===== config.mk =====
export PLATFORM = sky130hd
export DESIGN_NAME = uart_cmd_rx
export DESIGN_NICKNAME = d
export VERILOG_FILES = /design/src/rtl/uart_cmd_rx_pkg.sv /design/src/rtl/uart_rx_byte.sv /design/src/rtl/uart_cmd_rx.sv
export SDC_FILE = /design/constraint.sdc
export NUM_CORES = 1
export LEC_CHECK = 0
export CORE_UTILIZATION = 45
export DETAILED_ROUTE_END_ITERATION = 8
export DONT_BUFFER_PORTS = 1
export SETUP_SLACK_MARGIN = 0.4
export SKIP_CTS_REPAIR_TIMING = 1
export SLEW_MARGIN = 20
export SYNTH_ARGS = -nofsm -noshare
export SYNTH_HDL_FRONTEND = slang
export SYNTH_HIERARCHICAL = 1
export SYNTH_SLANG_ARGS = --single-unit

===== constraint.sdc =====
create_clock -name Clk -period 3.2 [get_ports Clk]
set_input_delay 0.16 -clock Clk [delete_from_list [all_inputs] [get_ports Clk]]
set_output_delay 0.16 -clock Clk [all_outputs]
set_load 0.02 [all_outputs]

===== src/rtl/uart_cmd_rx_pkg.sv =====
// rtl/uart_cmd_rx_pkg.sv - shared constants, state encodings and checksum helper for uart_cmd_rx
//
// Purpose : packet constants, bit-FSM and packet-FSM encodings, and the default UART bit period.
// Ports   : none (package)

package uart_cmd_rx_pkg;

    localparam logic [7:0] SYNC_BYTE            = 8'hA5;
    localparam logic [7:0] CMD_FRAME_REQ        = 8'h01;
    localparam int         DEFAULT_CLKS_PER_BIT = 10416;

    typedef enum logic [2:0] {
        B_IDLE,
        B_START,
        B_DATA,
        B_STOP,
        B_BREAK
    } bit_state_e;

    typedef enum logic [1:0] {
        P_SYNC,
        P_CMD,
        P_ARG,
        P_CHK
    } pkt_state_e;

    // CHK byte expected for a given CMD/ARG pair.
    function automatic logic [7:0] calc_chk(input logic [7:0] cmd, input logic [7:0] arg);
        return cmd ^ arg ^ SYNC_BYTE;
    endfunction

endpackage


===== src/rtl/uart_rx_byte.sv =====
// rtl/uart_rx_byte.sv - 8N1 UART byte receiver with input synchroniser and framing-error strobe
//
// Purpose : synchronises the raw line, runs the bit FSM and emits one byte per good frame.
// Ports   : Clk           - system clock
//           i_Rst_n       - asynchronous active-low reset
//           i_Rx          - asynchronous UART line, idle high
//           o_Byte        - last received byte
//           o_Byte_Valid  - 1-cycle strobe, o_Byte updated
//           o_Frame_Err   - 1-cycle strobe, stop bit sampled low

module uart_rx_byte
    import uart_cmd_rx_pkg::*;
#(
    parameter int CLKS_PER_BIT = DEFAULT_CLKS_PER_BIT
) (
    input  logic       Clk,
    input  logic       i_Rst_n,
    input  logic       i_Rx,
    output logic [7:0] o_Byte,
    output logic       o_Byte_Valid,
    output logic       o_Frame_Err
);

    localparam int            CW      = $clog2(CLKS_PER_BIT);
    localparam logic [CW-1:0] FULL_M1 = CW'(CLKS_PER_BIT - 1);
    localparam logic [CW-1:0] HALF_M1 = CW'(CLKS_PER_BIT / 2 - 1);

    logic          rx_meta_q;
    logic          rx_sync_q;
    bit_state_e    state_q;
    logic [CW-1:0] cnt_q;
    logic [2:0]    bit_idx_q;
    logic [7:0]    shift_q;

    always_ff @(posedge Clk or negedge i_Rst_n) begin
        if (!i_Rst_n) begin
            rx_meta_q    <= 1'b1;
            rx_sync_q    <= 1'b1;
            state_q      <= B_IDLE;
            cnt_q        <= '0;
            bit_idx_q    <= '0;
            shift_q      <= '0;
            o_Byte       <= '0;
            o_Byte_Valid <= 1'b0;
            o_Frame_Err  <= 1'b0;
        end else begin
            rx_meta_q    <= i_Rx;
            rx_sync_q    <= rx_meta_q;
            o_Byte_Valid <= 1'b0;
            o_Frame_Err  <= 1'b0;

            case (state_q)
                // Every path into IDLE leaves the line known high (reset value,
                // good stop bit, false start, end of break), so a low level seen
                // here is always a fresh high-to-low transition. Using the level
                // also catches a start edge that lands right on the stop sample.
                B_IDLE: begin
                    cnt_q <= '0;
                    if (!rx_sync_q) begin
                        state_q <= B_START;
                    end
                end

                B_START: begin
                    if (cnt_q == HALF_M1) begin
                        cnt_q     <= '0;
                        bit_idx_q <= '0;
                        state_q   <= rx_sync_q ? B_IDLE : B_DATA;
                    end else begin
                        cnt_q <= cnt_q + CW'(1);
                    end
                end

                B_DATA: begin
                    if (cnt_q == FULL_M1) begin
                        cnt_q   <= '0;
                        shift_q <= {rx_sync_q, shift_q[7:1]};
                        if (bit_idx_q == 3'd7) begin
                            state_q <= B_STOP;
                        end else begin
                            bit_idx_q <= bit_idx_q + 3'd1;
                        end
                    end else begin
                        cnt_q <= cnt_q + CW'(1);
                    end
                end

                B_STOP: begin
                    if (cnt_q == FULL_M1) begin
                        cnt_q <= '0;
                        if (rx_sync_q) begin
                            o_Byte       <= shift_q;
                            o_Byte_Valid <= 1'b1;
                            state_q      <= B_IDLE;
                        end else begin
                            o_Frame_Err <= 1'b1;
                            state_q     <= B_BREAK;
                        end
                    end else begin
                        cnt_q <= cnt_q + CW'(1);
                    end
                end

                B_BREAK: begin
                    cnt_q <= '0;
                    if (rx_sync_q) begin
                        state_q <= B_IDLE;
                    end
                end

                default: begin
                    cnt_q   <= '0;
                    state_q <= B_IDLE;
                end
            endcase
        end
    end

endmodule


===== src/rtl/uart_cmd_rx.sv =====
// rtl/uart_cmd_rx.sv - host command receiver: 4-byte packet parser with timeout and error counting
//
// Purpose : decodes SYNC/CMD/ARG/CHK packets from the UART byte stream into command strobes.
// Ports   : Clk             - system clock
//           i_Rst_n         - asynchronous active-low reset
//           i_Rx            - asynchronous UART line, idle high
//           o_Byte          - last received byte
//           o_Byte_Valid    - 1-cycle strobe, o_Byte updated
//           o_Cmd / o_Arg   - command and argument of the last good packet
//           o_Cmd_Valid     - 1-cycle strobe, good packet decoded
//           o_Frame_Request - 1-cycle strobe, good packet with CMD_FRAME_REQ
//           o_Err           - 1-cycle strobe, framing / checksum / timeout error
//           o_Err_Count     - saturating error count

module uart_cmd_rx
    import uart_cmd_rx_pkg::*;
#(
    parameter int CLKS_PER_BIT = DEFAULT_CLKS_PER_BIT,
    parameter int TIMEOUT_CLKS = 208320
) (
    input  logic       Clk,
    input  logic       i_Rst_n,
    input  logic       i_Rx,
    output logic [7:0] o_Byte,
    output logic       o_Byte_Valid,
    output logic [7:0] o_Cmd,
    output logic [7:0] o_Arg,
    output logic       o_Cmd_Valid,
    output logic       o_Frame_Request,
    output logic       o_Err,
    output logic [7:0] o_Err_Count
);

    localparam int            TW     = $clog2(TIMEOUT_CLKS);
    localparam logic [TW-1:0] TMO_M1 = TW'(TIMEOUT_CLKS - 1);

    logic [7:0]    byte_data;
    logic          byte_valid;
    logic          frame_err;

    pkt_state_e    pkt_q;
    logic [7:0]    cmd_q;
    logic [7:0]    arg_q;
    logic [TW-1:0] tmo_cnt_q;
    logic [7:0]    err_cnt_q;
    logic [7:0]    err_cnt_d;

    logic          tmo_hit;
    logic          chk_bad;
    logic          err_any;

    uart_rx_byte #(
        .CLKS_PER_BIT (CLKS_PER_BIT)
    ) u_rx_byte (
        .Clk          (Clk),
        .i_Rst_n      (i_Rst_n),
        .i_Rx         (i_Rx),
        .o_Byte       (byte_data),
        .o_Byte_Valid (byte_valid),
        .o_Frame_Err  (frame_err)
    );

    assign o_Byte       = byte_data;
    assign o_Byte_Valid = byte_valid;
    assign o_Err_Count  = err_cnt_q;

    // A byte arriving on the last allowed cycle wins over the timeout.
    assign tmo_hit = (pkt_q != P_SYNC) && !byte_valid && (tmo_cnt_q == TMO_M1);
    assign chk_bad = byte_valid && (pkt_q == P_CHK) && (byte_data != calc_chk(cmd_q, arg_q));
    // Coincident sources collapse into a single error event.
    assign err_any = frame_err | chk_bad | tmo_hit;

    always_comb begin
        err_cnt_d = err_cnt_q;
        if (err_any && (err_cnt_q != 8'hFF)) begin
            err_cnt_d = err_cnt_q + 8'd1;
        end
    end

    always_ff @(posedge Clk or negedge i_Rst_n) begin
        if (!i_Rst_n) begin
            pkt_q           <= P_SYNC;
            cmd_q           <= '0;
            arg_q           <= '0;
            tmo_cnt_q       <= '0;
            err_cnt_q       <= '0;
            o_Cmd           <= '0;
            o_Arg           <= '0;
            o_Cmd_Valid     <= 1'b0;
            o_Frame_Request <= 1'b0;
            o_Err           <= 1'b0;
        end else begin
            o_Cmd_Valid     <= 1'b0;
            o_Frame_Request <= 1'b0;
            o_Err           <= err_any;
            err_cnt_q       <= err_cnt_d;

            if ((pkt_q == P_SYNC) || byte_valid) begin
                tmo_cnt_q <= '0;
            end else begin
                tmo_cnt_q <= tmo_cnt_q + TW'(1);
            end

            if (frame_err || tmo_hit) begin
                pkt_q     <= P_SYNC;
                tmo_cnt_q <= '0;
            end else if (byte_valid) begin
                case (pkt_q)
                    P_SYNC: begin
                        if (byte_data == SYNC_BYTE) begin
                            pkt_q <= P_CMD;
                        end
                    end
                    P_CMD: begin
                        cmd_q <= byte_data;
                        pkt_q <= P_ARG;
                    end
                    P_ARG: begin
                        arg_q <= byte_data;
                        pkt_q <= P_CHK;
                    end
                    P_CHK: begin
                        if (!chk_bad) begin
                            o_Cmd           <= cmd_q;
                            o_Arg           <= arg_q;
                            o_Cmd_Valid     <= 1'b1;
                            o_Frame_Request <= (cmd_q == CMD_FRAME_REQ);
                        end
                        pkt_q <= P_SYNC;
                    end
                endcase
            end
        end
    end

endmodule

* Yosys cells after proc, flatten, opt, wreduce, memory -nomap -nowiden *
Index checks and enable logic that the tools add are counted.

operators by class
  add/sub/neg operators = 4
  eq/ne operators = 23
  multiplexer cells = 36
  bitwise operators = 6
  reduce and logical (&&, ||, !) cells = 22

operators by type and width
  kind                                                    count
  2-to-1 mux 18 bit                                       2
  2-to-1 mux 3 bit                                        10
  2-to-1 mux 14 bit                                       2
  case mux 14 bit (2 select lines)                        1
  adder 18 x 1 -> 18 bit (second input constant)          1
  equality test 18 bit (second input constant)            1
  case mux 3 bit (5 select lines)                         1
  adder 14 x 1 -> 14 bit (second input constant)          1
  equality test 14 x 13 -> 1 bit (second input constant)  1
  equality test 14 bit (second input constant)            1
  2-to-1 mux 1 bit                                        14
  != test 2 x 1 -> 1 bit (second input constant)          5
  AND reduction 3 bit                                     3
  adder 8 x 1 -> 8 bit (second input constant)            1
  equality test 8 x 1 -> 1 bit (second input constant)    1
  equality test 8 bit (second input constant)             1
  2-to-1 mux 2 bit                                        4
  != test 8 bit                                           1
  != test 8 bit (second input constant)                   1
  case mux 2 bit (4 select lines)                         1
  AND reduction 4 bit                                     2
  XOR 8 bit                                               1
  equality test 3 x 2 -> 1 bit (second input constant)    2
  equality test 3 bit (second input constant)             2
  19 further kinds                                        31

storage, ports and cells
  flip-flop bits (word level) = 103
  input bits = 3
  output and inout port bits = 36
  word-level logic and storage cells = 110

* Logic depth before layout (Yosys ltp) *
Gate-level depths: netlist of the first run.

  word-level depth = 8
  depth in mapped cells = 9
  gate-level depth less buffers = 7

* Modules after synthesis *
The synthesis of the first run kept the hierarchy.

by module, submodules not included
  module        times used  cells each  area each (sq um)  seq. area each (sq um)
  uart_cmd_rx   1           236         3,089.2            1,576.5
  uart_rx_byte  1           145         1,818.0            1,003.5

* Worst setup path before layout of the first run *
Ideal clock, no wire load.

  kind = register to register
  start point = register pkt_q[0]
  end point = register err_cnt_q[5], in the netlist o_Err_Count[5]
  setup time = 0.128 ns
  data arrival time = 2.113 ns
  data required time = 3.072 ns
  slack = 0.959 ns
  stages on the path, launching flop included = 9
  buffers on the path = 1
  period minus slack after synthesis = 2.241 ns
  path through = dfrtp_1 > inv_1 > ha_1 > nor4b_1 > nand2_1 > o41ai_4 > buf_6 > o2111ai_1 > mux2_1

between the ends
  word-level cells in the longest chain between the ends = 6
  elaborated cells on any way between the ends = 9
  those cells by class = eq/ne (1); bitwise (2); reduce/logical (6)

ends and longest elaborated chain
  item                             RTL line            source
  start: declaration               uart_cmd_rx.sv:41   pkt_state_e pkt_q;
  start signal: assignment         uart_cmd_rx.sv:82   pkt_q <= P_SYNC;
  start signal: assignment         uart_cmd_rx.sv:105  pkt_q <= P_SYNC;
  start signal: assignment         uart_cmd_rx.sv:111  pkt_q <= P_CMD;
  equality test 2 bit              uart_cmd_rx.sv:69   assign chk_bad = byte_valid && (pkt_q == P_CHK) && (byte_data != calc_chk(cmd_q, arg_q));
  logical AND 1 bit (2 in series)  uart_cmd_rx.sv:69
  bitwise OR 1 bit                 uart_cmd_rx.sv:71   assign err_any = frame_err | chk_bad | tmo_hit;
  bitwise OR 1 bit *               uart_cmd_rx.sv:71
  logical AND 1 bit *              uart_cmd_rx.sv:75   if (err_any && (err_cnt_q != 8'hFF)) begin
  end signal: assignment           uart_cmd_rx.sv:96   err_cnt_q <= err_cnt_d;
  end: declaration                 uart_cmd_rx.sv:45   logic [7:0] err_cnt_q;

Mark *: on every way between the ends. The rest lies on a longest branch, timed or not.
A chain may end at the register's enable or synchronous reset.

* Worst setup path after layout of the first run *
  start point = register pkt_q[0]
  end point = register o_Arg[6]

between the ends
  word-level cells in the longest chain between the ends = 6
  elaborated cells on any way between the ends = 10
  those cells by class = eq/ne (1); bitwise (2); reduce/logical (7)

ends and longest elaborated chain
  item                                    RTL line            source
  nonzero test 2 bit                      uart_cmd_rx.sv:68   assign tmo_hit = (pkt_q != P_SYNC) && !byte_valid && (tmo_cnt_q == TMO_M1);
  logical AND 1 bit (2 in series)         uart_cmd_rx.sv:68
  logical OR 1 bit                        uart_cmd_rx.sv:104  if (frame_err || tmo_hit) begin
  NOT 1 bit (no source line)              -
  AND reduction 4 bit (no source line) *  -
  end signal: assignment                  uart_cmd_rx.sv:125  o_Arg <= arg_q;
  end: declaration                        uart_cmd_rx.sv:27   output logic [7:0] o_Arg,

Marks and branches as above.

==> metrics.md, run 1 <==
| Metric | Value |
|---|---|
| Post-synthesis simple-gate area fraction | 0.1614 |
| HPWL after detailed placement | 5.696 mm |
| Non-filler instance count after layout | 531 |
| Placed Instances | 512 |
| CTS H-tree lvls | 3 |
| Worst Skew | 0.01304 ns |
| Adder-Cell Fraction of Synth Area | 0.02550 |
| CTS tree | done |
| Syn Nets | 394 |
| Port Buffers | 0 |
| GR Layer Usage met2 | 0.2565 |
| Startpoint Class | flip-flop |
| Mean post-synth cell area | 12.88 µm² |
| Status | completed |
| Setup_tns | 0 ns |
| Req. time, crit path | 3.47 ns |
| Register area share after synthesis | 0.5258 |
| IO Pins | 39 |
| Top FF cell, synth | dfrtp_1 |
| Post-DP Area | 5036 µm² |
| Flop pwr share | 0.594 |
| Mapped Area | 4907 µm² |
| Num CTS Buffers | 9 |
| Clock power frac | 0.392 |
| Worst vdd ir | 204.1 µV |
| Sw power | 492.0 µW |
| Yosys cell types | 62 |
| Synth Area in Compound Gates | 0.03544 |
| Site row count | 37 |
| Starting Density | 0.4690 |
| Largest family of logic cells by synthesized area | simple AND/OR/NAND/NOR gates |
| Drt pass-1 iters | 4 |
| Die area | 11,330 µm² |
| Most Used Layer, Global Route | met2 |
| Tightest Pin Transition | 0.6250 ns |
| Synth Warn # | 6 |
| Core Area | 10,460 µm² |
| Final Cycle Share | 0.7570 |
| Setup ws final | 0.7775 ns |
| Fin area | 5296 µm² |
| Final Wtd Congestion | 0.7828 |
| Switch share | 0.2240 |
| Final net count | 403 |
| Multiplexer share of the synthesized area | 0.1443 |
| Count leader, synth | dfrtp_1 |
| Clock Path Buffers | 2 |
| CTS Sinks | 103 |
| Initial antenna violation count | 0 |
| Commonest cells post-synth | 101 x dfrtp_1, 41 x nor2_1, 35 x mux2_2 |
| EDFF count, synth | 0 |
| CP Class | reg2reg |
| Die W | 106.4 µm |
| Worst skew pair latency | 0.38 ns |
| Yosys reg bits | 103 |
| Drt via density | 5.397 |
| CP endpoint kind | flip-flop |
| Internal Pwr Total | 1704 µW |
| First-pass GRT wire length | 14.48 mm |
| Area contributors post-synth | dfrtp_1 52%, mux2_2 8.0%, mux2_4 5.5% |
| Clock-pin slew on the worst setup and hold paths | 0.11 ns |
| Peak Freq | 0.4128 GHz |
| WL/cell | 15.79 µm |
| DIE HEIGHT | 106.4 µm |
| Max-slew violations | 0 |
| Max-slew headroom | 0.5833 |
| Post-Synthesis Cells | 381 |
| Place WS | 0.7838 ns |
| Routed via count | 2,866 |
| Routed WL | 8.383 mm |
| Min Tclk post-route | 2.423 ns |
| Layout cells sized above 1 | 0.2380 |
| M1 GR Usage | 0.2169 |
| Overflow after GRT | 0 |
| Unrepaired setup endpoints after global routing | false |
| CTS root buf | clkbuf_8 |
| Ant diodes | 0 |
| Largest area contributor in the netlist | dfrtp_1 |
| Iter 0 DRT Violations | 129 |
| Critical Path AT | 2.70 ns |
| Remaining routing DRC violations | 0 |
| Fillers | 947 |
| Total Routing Usage GR | 0.1636 |
| PwrDens | 414.6 nW/µm² |
| Combinational power share | 0.014 |
| Remaining antenna violation count | 0 |
| PnR Total Power | 2196 µW |
| Area grow syn2layout | 7.930% |
| Largest net degree at the start of global routing | 104 |
| Final Hold Viols | 0 |
| XOR/XNOR Fraction of Synth Area | 0.08771 |
| Max-Cap Viols | 0 |
| Share of the synthesized area in the top cell type | 0.5150 |
| Final count of negative-setup-slack endpoints | 0 |
| Met3 GRT Util | 0.04353 |
| Hold WC Path Type | in2async |
| Vias in the first global route | 2,851 |
| Worst-path fanout max | 16 |
| Fraction of registers with async set/reset | 1.000 |
| Leakage | 0.002427 µW |
[state kept, by name, indices dropped and copies added, names as in the netlist]
signal and flops:
tmo_cnt_q 18, u_rx_byte/cnt_q 14, arg_q 8, cmd_q 8, o_Arg 8, o_Cmd 8
o_Err_Count 8, u_rx_byte/o_Byte 8, u_rx_byte/shift_q 8, u_rx_byte/bit_idx_q 3, u_rx_byte/state_q 3, pkt_q 2
o_Cmd_Valid 1, o_Err 1, o_Frame_Request 1, u_rx_byte/o_Byte_Valid 1, u_rx_byte/o_Frame_Err 1, u_rx_byte/rx_meta_q 1
u_rx_byte/rx_sync_q 1
[placed cells by master, fill, tap and decap left out, drive strengths merged, types with 6 or more instances in the layout]
| cell | netlist | routed |
|---|---|---|
| dfrtp | 101 | 101 |
| mux2 | 56 | 56 |
| nor2 | 42 | 42 |
| nand2 | 21 | 21 |
| xnor2 | 15 | 15 |
| xor2 | 13 | 13 |
| nand3 | 13 | 13 |
| ha | 10 | 10 |
| clkbuf | 2 | 10 |
| inv | 7 | 10 |
| nand4 | 8 | 8 |
| nor3 | 7 | 7 |
| and3 | 7 | 7 |
| o21ai | 7 | 7 |
| a21oi | 6 | 6 |
| nor4 | 6 | 6 |
[cell families (layout without fill, tap and decap cells)]
logic type | after synthesis | after routing
simple gates | 135 | 135
flops | 103 | 103
mux | 57 | 57
xor+xnor | 36 | 36
compound gates | 24 | 24
buf+inv | 16 | 30
fa+ha+maj | 10 | 10
[stage by stage]
step | util | hold WS, ns
3_5_place_dp | 0.4813 | -0.1326
3_3_place_gp | 0.4813 | -0.1327
4_1_cts | 0.5017 | -0.5581
5_1_grt | 0.5062 | 0.3189
6_report | 0.5062 | 0.3282
2_1_floorplan | - | -0.1356
[critical path, cell delays in order (launching register included)]
cell	delay [ns]
dfrtp_1	0.39
inv_1	0.10
ha_1	0.24
nor4b_1	0.29
nand2_1	0.13
o41ai_4	0.35
buf_4	0.24
nor3_4	0.06
buf_4	0.21
mux2_4	0.32
[metal layers]
metal,wire length [µm],share of wire
met1,3958,0.47
met2,3995,0.48
met4,134,0.016
met3,295,0.035
met5,0,0
[power groups by stage]
stage	sequential, µW	clock (µW)	combinational [µW]
after floorplan	1330	0	0.990
after global placement	1330	0	1.08
after detailed placement	1330	0	1.08
after CTS	1300	902	1.17
after global routing	1300	955	37.5
final	1300	861	30.9
[final cells by class]
type / count / area [µm²] / share of cell area
clock buffer: 10 / 137.6 / 0.02599
clock inverter: 6 / 75.07 / 0.01417
inverter: 7 / 26.28 / 0.004961
multi-input combinational: 262 / 2230 / 0.4210
sequential: 103 / 2580 / 0.4871
tap: 136 / 170.2 / 0.03213
timing repair buffer: 7 / 77.57 / 0.01465
[path summary, 6_finish.rpt]
path | startpoint | end | slack (ns) | cells after the start
max reg2reg | pkt_q[0] | o_Arg[6] | 0.78 | 9
min in group Clk | i_Rx | u_rx_byte/rx_meta_q | 0.33 | 1
max in group asynchronous | i_Rst_n | u_rx_byte/shift_q[4] | 2.43 | 2
min reg2reg | u_rx_byte/rx_meta_q | u_rx_byte/rx_sync_q | 0.36 | 0
max | pkt_q[0] | o_Arg[6] | 0.78 | 9
min | i_Rst_n | tmo_cnt_q[11] | 0.33 | 2
(Power assumes the default switching activity.)
==> run 2: changes to the inputs <==
==> constraint.sdc (replaced) <==
create_clock -name Clk -period 2.22 [get_ports Clk]
set_input_delay 0.111 -clock Clk [delete_from_list [all_inputs] [get_ports Clk]]
set_output_delay 0.111 -clock Clk [all_outputs]
set_load 0.02 [all_outputs]
==> metrics.md, run 2 (synthesis results as in run 1) <==
| Metric | Value |
|---|---|
| Worst vdd ir | 417.6 µV |
| Req. time, crit path | 2.49 ns |
| Worst skew pair latency | 0.38 ns |
| WL/cell | 16.45 µm |
| Vias in the first global route | 2,945 |
| PwrDens | 509.3 nW/µm² |
| Worst reg2reg path depth | 6 |
| HPWL after detailed placement | 6.071 mm |
| Remaining routing DRC violations | 0 |
| First-pass GRT wire length | 14.89 mm |
| Drt via density | 5.301 |
| Initial antenna violation count | 0 |
| IO Pins | 39 |
| RR Endpoint | o_Err_Count[5] |
| CTS H-tree lvls | 3 |
| Clock Path Buffers | 2 |
| Max-Cap Viols | 0 |
| Starting Density | 0.4690 |
| Post-DP Area | 5276 µm² |
| Commonest cells after routing, fill and taps aside | 98 x dfrtp_1, 38 x buf_4, 29 x mux2_4, 26 x mux2_2, 24 x nor2_1 |
| Commonest non-fill, non-tap cell in the layout | dfrtp_1 |
| Layout cells sized above 1 | 0.4097 |
| Drt pass-1 iters | 4 |
| Iter 0 DRT Violations | 111 |
| Die area | 11,330 µm² |
| Max FFs per register | 18 |
| Fin area | 5909 µm² |
| DIE HEIGHT | 106.4 µm |
| Core Area | 10,460 µm² |
| Worst Skew | 0.01471 ns |
| Remaining antenna violation count | 0 |
| R2r startpoint | u_rx_byte/o_Byte[6] |
| Site row count | 37 |
| Port Buffers | 0 |
| Largest net degree at the start of global routing | 104 |
| CTS root buf | clkbuf_8 |
| Tightest Pin Transition | 0.4522 ns |
| Largest reg by FF count | tmo_cnt_q |
| Worst-path fanout max | 4 |
| Unrepaired setup endpoints after global routing | true |
| Biggest regs | tmo_cnt_q: 18 flops, u_rx_byte/cnt_q: 14 flops |
| Leakage | 0.002660 µW |
| Hold WC Path Type | in2async |
| Routed via count | 3,011 |
| Final core occ | 0.5648 |
| Min Tclk post-route | 2.232 ns |
| Final Wtd Congestion | 0.7674 |
| CP endpoint kind | flip-flop |
| Failing checks | hold timing, setup timing |
| Clock-pin slew on the worst setup and hold paths | 0.11 ns |
| Setup ws final | -0.01234 ns |
| Routed WL | 9.344 mm |
| Status | finished, violations left |
| CTS tree | done |
| Die W | 106.4 µm |
| Hold WS | -0.5963 ns |
| Fillers | 893 |
| Register area | 2584 µm² |
| Worst reg2reg setup slack | -0.01 ns |
| Area grow syn2layout | 20.42% |
| Ant diodes | 0 |
| Num CTS Buffers | 9 |
| CTS Sinks | 103 |
| Final count of negative-setup-slack endpoints | 2 |
| Peak Freq | 0.4480 GHz |
| Max-slew violations | 0 |
| Max-slew headroom | 0.6958 |
| Startpoint Class | flip-flop |
| Final Cycle Share | 1.006 |
| Multi-input gate area | 2564 µm² |
| CP Class | reg2reg |
| Final net count | 440 |
| Total Routing Usage GR | 0.1703 |
| Critical Path AT | 2.50 ns |
| Overflow after GRT | 0 |
| Final Hold Viols | 103 |
==> run 2: how the worst max path moves through the flow <==
stage	startpoint	end	slack [ns]	cells past startpoint
after floorplan	tmo_cnt_q[0]	o_Err_Count[5]	0.09	8
after global placement	arg_q[5]	o_Err_Count[1]	0.1	5
after detailed placement	arg_q[5]	o_Err_Count[1]	0.03	5
after CTS	arg_q[5]	o_Err_Count[1]	0.008	5
after global routing	u_rx_byte/o_Byte[6]	o_Err_Count[6]	-0.09	6
final	u_rx_byte/o_Byte[6]	o_Err_Count[5]	-0.01	6
==> run 2: metrics by stage <==
stage	setup TNS [ns]	setup slack (ns)	power, µW	cells
after floorplan	0	0.08584	1918	381
after global placement	0	0.09668	1919	536
after detailed placement	0	0.02756	1918	536
after CTS	0	0.007678	3058	552
after global routing	-0.5526	-0.08652	3124	568
final	-0.01831	-0.01234	3010	568
==> run 2: worst max-delay path, stage by stage, from the launching register on <==
cell and delay [ns]:
dfrtp_1 0.44, xor3_1 0.42, nor4_4 0.40, a21oi_2 0.16
buf_4 0.19, o2111ai_2 0.18, mux2_4 0.32
==> run 2: per-layer routing <==
metal | global-route usage | wire length (µm) | vias to the layer above
met3 | 0.05825 | 320 | 7
li1 | - | - | 1443
met2 | 0.2690 | 4587 | 31
met1 | 0.2251 | 4344 | 1530
met4 | 0.04207 | 93 | 0
met5 | 0 | 0 | -
==> run 2: cell type report <==
type,instances,share of cell area
Clock buffer,9,0.02096
Timing Repair Buffer,44,0.06394
Multi-Input combinational cell,262,0.4338
Tap cell,136,0.02880
Clock inverter,7,0.01080
Inverter,7,0.004446
Sequential cell,103,0.4372
==> run 2: power breakdown <==
group / internal, µW / total (µW) / switching [µW] / leakage, µW
clock: 431 / 1130 / 696 / 0.0000938
sequential: 1880 / 1880 / 1.69 / 0.00141
combinational: 2.04 / 2.94 / 0.903 / 0.00115
total: 2310 / 3010 / 698 / 0.00266
